## src/rtl/alu_issue_queue.sv

```systemverilog
// alu_issue_queue
//   Four-entry command FIFO in front of a combinational ALU. A three-state
//   FSM (IDLE -> EXEC -> DONE) issues the head command on registered
//   operand lines. It then captures the ALU result one edge later and holds
//   that result until the consumer takes it.
//
// Ports
//   clk, rst                  clock, async active-high reset
//   in_valid/in_ready         command handshake (in_ready = count < 4)
//   in_op, in_a, in_b, in_fwd command fields
//   alu_a, alu_b, alu_contl   registered operands/opcode to the ALU
//   alu_out                   combinational ALU result
//   res_valid/res_ready       result handshake
//   res_data, res_op          captured result and the opcode that made it
//   res_illegal               res_op is not a defined opcode
//   count                     queue occupancy 0..4
//
// Build option
//   ALU_ISSUE_FWD_EN : when defined, entries carry a fwd bit. A popped entry
//                      with fwd=1 takes operand a from the last captured
//                      result instead of its stored a.
module alu_issue_queue (
  input  logic       clk,
  input  logic       rst,
  input  logic       in_valid,
  output logic       in_ready,
  input  logic [3:0] in_op,
  input  logic [7:0] in_a,
  input  logic [7:0] in_b,
  input  logic       in_fwd,
  output logic [7:0] alu_a,
  output logic [7:0] alu_b,
  output logic [3:0] alu_contl,
  input  logic [7:0] alu_out,
  output logic       res_valid,
  input  logic       res_ready,
  output logic [7:0] res_data,
  output logic [3:0] res_op,
  output logic       res_illegal,
  output logic [2:0] count
);

  localparam int DEPTH = 4;

  typedef struct packed {
    logic [3:0] op;
    logic [7:0] a;
    logic [7:0] b;
`ifdef ALU_ISSUE_FWD_EN
    logic       fwd;
`endif
  } entry_t;

  typedef enum logic [1:0] {IDLE, EXEC, DONE} state_t;

  state_t     state;
  entry_t     mem [DEPTH];
  entry_t     head;
  entry_t     wr_ent;
  logic [1:0] wr_ptr, rd_ptr;  // 2-bit pointers wrap modulo 4 for free
  logic       push, pop;

`ifdef ALU_ISSUE_FWD_EN
  logic [7:0] last_res;
`else
  logic       unused_fwd;
  assign unused_fwd = in_fwd;
`endif

  // in_ready looks only at registered count. A pop in this cycle does not
  // open the queue until the next cycle.
  assign in_ready = (count != 3'(DEPTH));
  assign push     = in_valid && in_ready;
  assign head     = mem[rd_ptr];

  // The FIFO is popped when the ALU lines are reloaded. That happens from
  // IDLE, or from DONE in the same edge that the consumer takes the result.
  assign pop = (count != 3'd0) &&
               ((state == IDLE) || (state == DONE && res_valid && res_ready));

  always_comb begin
    wr_ent    = '0;
    wr_ent.op = in_op;
    wr_ent.a  = in_a;
    wr_ent.b  = in_b;
`ifdef ALU_ISSUE_FWD_EN
    wr_ent.fwd = in_fwd;
`endif
  end

  function automatic logic op_illegal(input logic [3:0] op);
    case (op)
      4'b0010, 4'b0011, 4'b0111,
      4'b1000, 4'b1001, 4'b1010, 4'b1011,
      4'b1100, 4'b1101, 4'b1110: op_illegal = 1'b0;
      default:                   op_illegal = 1'b1;
    endcase
  endfunction

  // Payload storage is not reset. Occupancy alone decides which entries
  // are live.
  always_ff @(posedge clk) begin
    if (push) mem[wr_ptr] <= wr_ent;
  end

  always_ff @(posedge clk or posedge rst) begin
    if (rst) begin
      wr_ptr <= '0;
      rd_ptr <= '0;
      count  <= '0;
    end else begin
      if (push) wr_ptr <= wr_ptr + 2'd1;
      if (pop)  rd_ptr <= rd_ptr + 2'd1;
      count <= count + {2'b00, push} - {2'b00, pop};
    end
  end

  always_ff @(posedge clk or posedge rst) begin
    if (rst) begin
      state       <= IDLE;
      alu_a       <= '0;
      alu_b       <= '0;
      alu_contl   <= '0;
      res_valid   <= 1'b0;
      res_data    <= '0;
      res_op      <= '0;
      res_illegal <= 1'b0;
`ifdef ALU_ISSUE_FWD_EN
      last_res    <= '0;
`endif
    end else begin
      // The ALU lines change only on a pop, so they hold outside issue.
      if (pop) begin
`ifdef ALU_ISSUE_FWD_EN
        alu_a <= head.fwd ? last_res : head.a;
`else
        alu_a <= head.a;
`endif
        alu_b     <= head.b;
        alu_contl <= head.op;
      end
      case (state)
        IDLE: if (pop) state <= EXEC;
        EXEC: begin
          res_data    <= alu_out;
          res_op      <= alu_contl;
          res_illegal <= op_illegal(alu_contl);
          res_valid   <= 1'b1;
`ifdef ALU_ISSUE_FWD_EN
          last_res    <= alu_out;
`endif
          state       <= DONE;
        end
        DONE: begin
          if (res_valid && res_ready) begin
            res_valid <= 1'b0;
            state     <= pop ? EXEC : IDLE;
          end
        end
        default: state <= IDLE;
      endcase
    end
  end

endmodule

```

## config.mk

```make
export PLATFORM = sky130hd
export DESIGN_NAME = alu_issue_queue
export DESIGN_NICKNAME = d
export VERILOG_FILES = /design/src/rtl/alu_issue_queue.sv
export SDC_FILE = /design/constraint.sdc
export NUM_CORES = 1
export LEC_CHECK = 0
export ABC_AREA = 1
export BUFFER_PORTS_ARGS = -buffer_cell sky130_fd_sc_hd__buf_2
export CAP_MARGIN = 20
export CORE_MARGIN = 5
export CORE_UTILIZATION = 44
export CTS_CLUSTER_DIAMETER = 60
export DETAILED_ROUTE_END_ITERATION = 8
export SLEW_MARGIN = 20
export SYNTH_ARGS = -nofsm -noshare
export SYNTH_HDL_FRONTEND = slang
export SYNTH_SLANG_ARGS = --single-unit
```

## constraint.sdc

```tcl
create_clock -name clk -period 2.4 [get_ports clk]
set_input_delay 0.12 -clock clk [delete_from_list [all_inputs] [get_ports clk]]
set_output_delay 0.12 -clock clk [all_outputs]
set_load 0.05 [all_outputs]
```

==> key figures <==
Yosys
  – Syn_area_per_cell: 10.1 µm²
  – Post-synthesis xor/xnor area fraction: 0.00839
  – Post-synthesis adder-cell area fraction: 0.0182
  – YS warnings: 0
  – Register area share after synthesis: 0.667
  – Synth Flop Type: edfxtp_1
  – Area contributors post-synth: edfxtp_1 46%, dfrtp_1 21%, nand2_1 15%
  – Post-synth top area cell: edfxtp_1
  – FF+latch count, synth: between 100 and 150
  – Count leader, synth: nand2_1
  – Synth Area in Simple Gates: 0.204
  – Synth cell types: 20
  – Top cells by count, synth: 204 x nand2_1, 96 x inv_1, 80 x edfxtp_1
  – Multiplexer share of the synthesized area: 0
  – Post-synthesis compound-gate area fraction: 0.00575
  – Mapped cell area: between 5000 and 6000 µm²
  – Mapped Cells: about 520
  – Net Count, Synth: around 560
  – Asr flop ratio synth: 0.350
  – Yosys top cell area share: 0.460
  – Post-synth EDFFs: 80
  – Combinational family with the most area after synthesis: simple AND/OR/NAND/NOR gates

Placement
  – Placement-stage cell area: 5700 µm²
  – Dpl ws: about 0.28 ns
  – Final GP Congestion: between 0.7 and 0.8
  – DP Cell Count: ~700
  – Dpl hpwl: between 6000 and 7000 µm
  – # port buffers: 69

Setup path
  – Max FO, Critical Path: 3
  – Crit path launch type: register
  – Worst EP required: ~2.7 ns
  – Worst EP arrival: between 2 and 2.5 ns
  – Cell count of the worst reg-to-reg path: 11
  – CP Capture Type: register
  – CP delay by family, top: adder cells
  – CP Launch Point: count[0]$_DFF_PP0_
  – Worst r2r src: count[0]$_DFF_PP0_
  – Crit-path cells: inv_1 > nand2_1 > nor2_2 > nor2_4 > ha_1 > inv_1 > ha_1 > inv_1 > fa_1 > xnor2_1 > xor2_1
  – CP Depth: 11
  – Crit path kind: reg2reg
  – Crit-path max cell delay: ~0.41 ns
  – Slowest-stage cell, CP: dfrtp_2
  – Crit path buffers/inverters: 3
  – Top cell by count, worst path: inv_1

Final layout
  – Final net count: 668
  – # diodes: 0
  – Fin area: roughly 6500 µm²
  – Ratio of cells with drive above 1 in the final layout: 0.195
  – Area grow syn2layout: 25.4%
  – Fin cells: between 700 and 800

Clock tree
  – TritonCTS Buffers: 17
  – Clock root cell: clkbuf_16
  – Clock latency at the later pin of the worst-skew pair: a little over 0.4 ns
  – Clk sinks: 123
  – Maximum clock insertion buffer count: 2
  – Clk slew on worst S/H paths: approximately 0.050 ns
  – CTS tree: done
  – H-tree depth: 4
  – Post-CTS sizing: 0

Global route
  – GRT overflow: 0
  – Vias in the first global route: between 3000 and 4000
  – Tot GR Track Use: 0.157
  – First-pass GRT wire length: about 17000 µm
  – Initial antenna violation count: 0
  – Largest net degree at the start of global routing: between 40 and 50

Timing
  – Tcrit/Tclk final: 0.888
  – Worst-case headroom to the max-slew limit: 0.468
  – Worst slew pin tran: between 0.7 and 0.8 ns
  – Slew Limit Fails: 0
  – Unrepaired setup endpoints after global routing: false
  – Setup TNS: 0 ns
  – Final setup viols: 0
  – Final worst slack: 0.269 ns
  – Crit path time final: 2.13 ns
  – Final Skew: just under 0.01 ns
  – FMAX: around 470 MHz
  – Final hold violation count: 0

Pwr
  – PwrDens: ~710 nW/µm²
  – Power Total: between 0.004 and 0.005 W
  – Cell leakage power: about 3.2 nW
  – Worst vdd ir: 0.396 mV

Drt
  – DRC: 0
  – DR vias: 3591
  – Vias per Instance: between 4 and 5
  – Final WL: roughly 11000 µm
  – DRT iter0 DRCs: 165
  – DR WL/cell: roughly 13 µm
  – First-pass DRT Iterations: 4
  – Antenna Nets Post-Route: 0

Flow run
  – Max cap viols: 0

Floorplanning
  – Num rows: 39
  – Starting Density: 0.453
  – Total core area: 11500 µm²
  – Die Span Y: ~120 µm
  – Die area: approximately 14000 µm²
  – Ports: 71
  – Die Span X: roughly 120 µm

Hold path
  – Hold Crit Class: in2async

Status
  – Status: completed
power by group:
part / total (W) / internal (W) / switching [W]
Sequential: 0.00226 / 0.00226 / 0
Clock: 0.00229 / 0.00145 / 0.000835
Combinational: 0.0000949 / 0.0000524 / 0.0000425
worst reg2reg max path, cell delays in order, from the launching register on:
cell and delay [ns]:
dfrtp_2 0.41, inv_1 0.14, nand2_1 0.09, nor2_2 0.15
nor2_4 0.06, ha_1 0.26, inv_1 0.05, ha_1 0.13
inv_1 0.05, fa_1 0.38, xnor2_1 0.17, xor2_1 0.16
final timing paths:
check,slack (ns),end
worst min register to register,0.46,res_data[7]$_DFFE_PP0P_
worst max-delay path,0.27,count[2]$_DFF_PP0_
worst min-delay path,0.32,res_data[0]$_DFFE_PP0P_
min in group clk,0.45,res_data[1]$_DFFE_PP0P_
worst max register to register,0.27,count[2]$_DFF_PP0_
max in group asynchronous,1.39,res_data[3]$_DFFE_PP0P_
sequential cells by signal (all words and copies together) (netlist names):
signal	flops
res_data	8
alu_b	8
state	2
alu_a	8
alu_contl	4
res_illegal	1
mem	80
res_valid	1
wr_ptr	2
count	3
rd_ptr	2
res_op	4
metal layers:
| metal | up-vias | GRT usage | part of all wire |
|---|---|---|---|
| met5 | - | 0 | 0 |
| met4 | 0 | 0.0558 | 0.013 |
| met3 | 17 | 0.0531 | 0.051 |
| met2 | 88 | 0.264 | 0.49 |
| met1 | 1673 | 0.190 | 0.44 |
| li1 | 1813 | - | - |
layout make-up:
type / count / area (µm²)
clock buffer: 22 / 464
clock inverter: 10 / 73.8
fill: 1019 / 4970
inverter: 99 / 372
multi-input combinational: 278 / 1250
sequential: 123 / 3480
tap: 143 / 179
timing repair buffer: 109 / 723
layout by cell type, fill, tap and decap left out, types with 2 or more instances in the layout:
cell and count:
dfrtp_1 40, dfrtp_2 3, inv_2 4, nor2_2 6, edfxtp_1 80, inv_1 95, nand2_2 3, xor2_1 4
nand3_1 42, o21ai_0 6, clkinv_2 8, ha_1 6, clkbuf_8 2, nand2_1 204, clkbuf_16 17, dlygate4sd3_1 31
buf_4 9, buf_2 69, clkbuf_1 3
what timing repair did:
action,CTS,global route
setup buffers,0,0
endpoints found under the hold margin,115,0
hold buffers,31,0
stage by stage:
stage / util / hold WS [ns]
final: 0.568 / 0.323
after global routing: 0.568 / 0.409
after CTS: 0.568 / 0.337
after detailed placement: 0.495 / 0.228
after global placement: 0.495 / 0.217
after floorplan: - / 0.219
cells by family after synthesis:
group	count (synthesis)
compound gates	6
buf+inv	118
simple gates	260
flops	123
xor+xnor	5
fa+ha+maj	7
(Power assumes the default switching activity.)
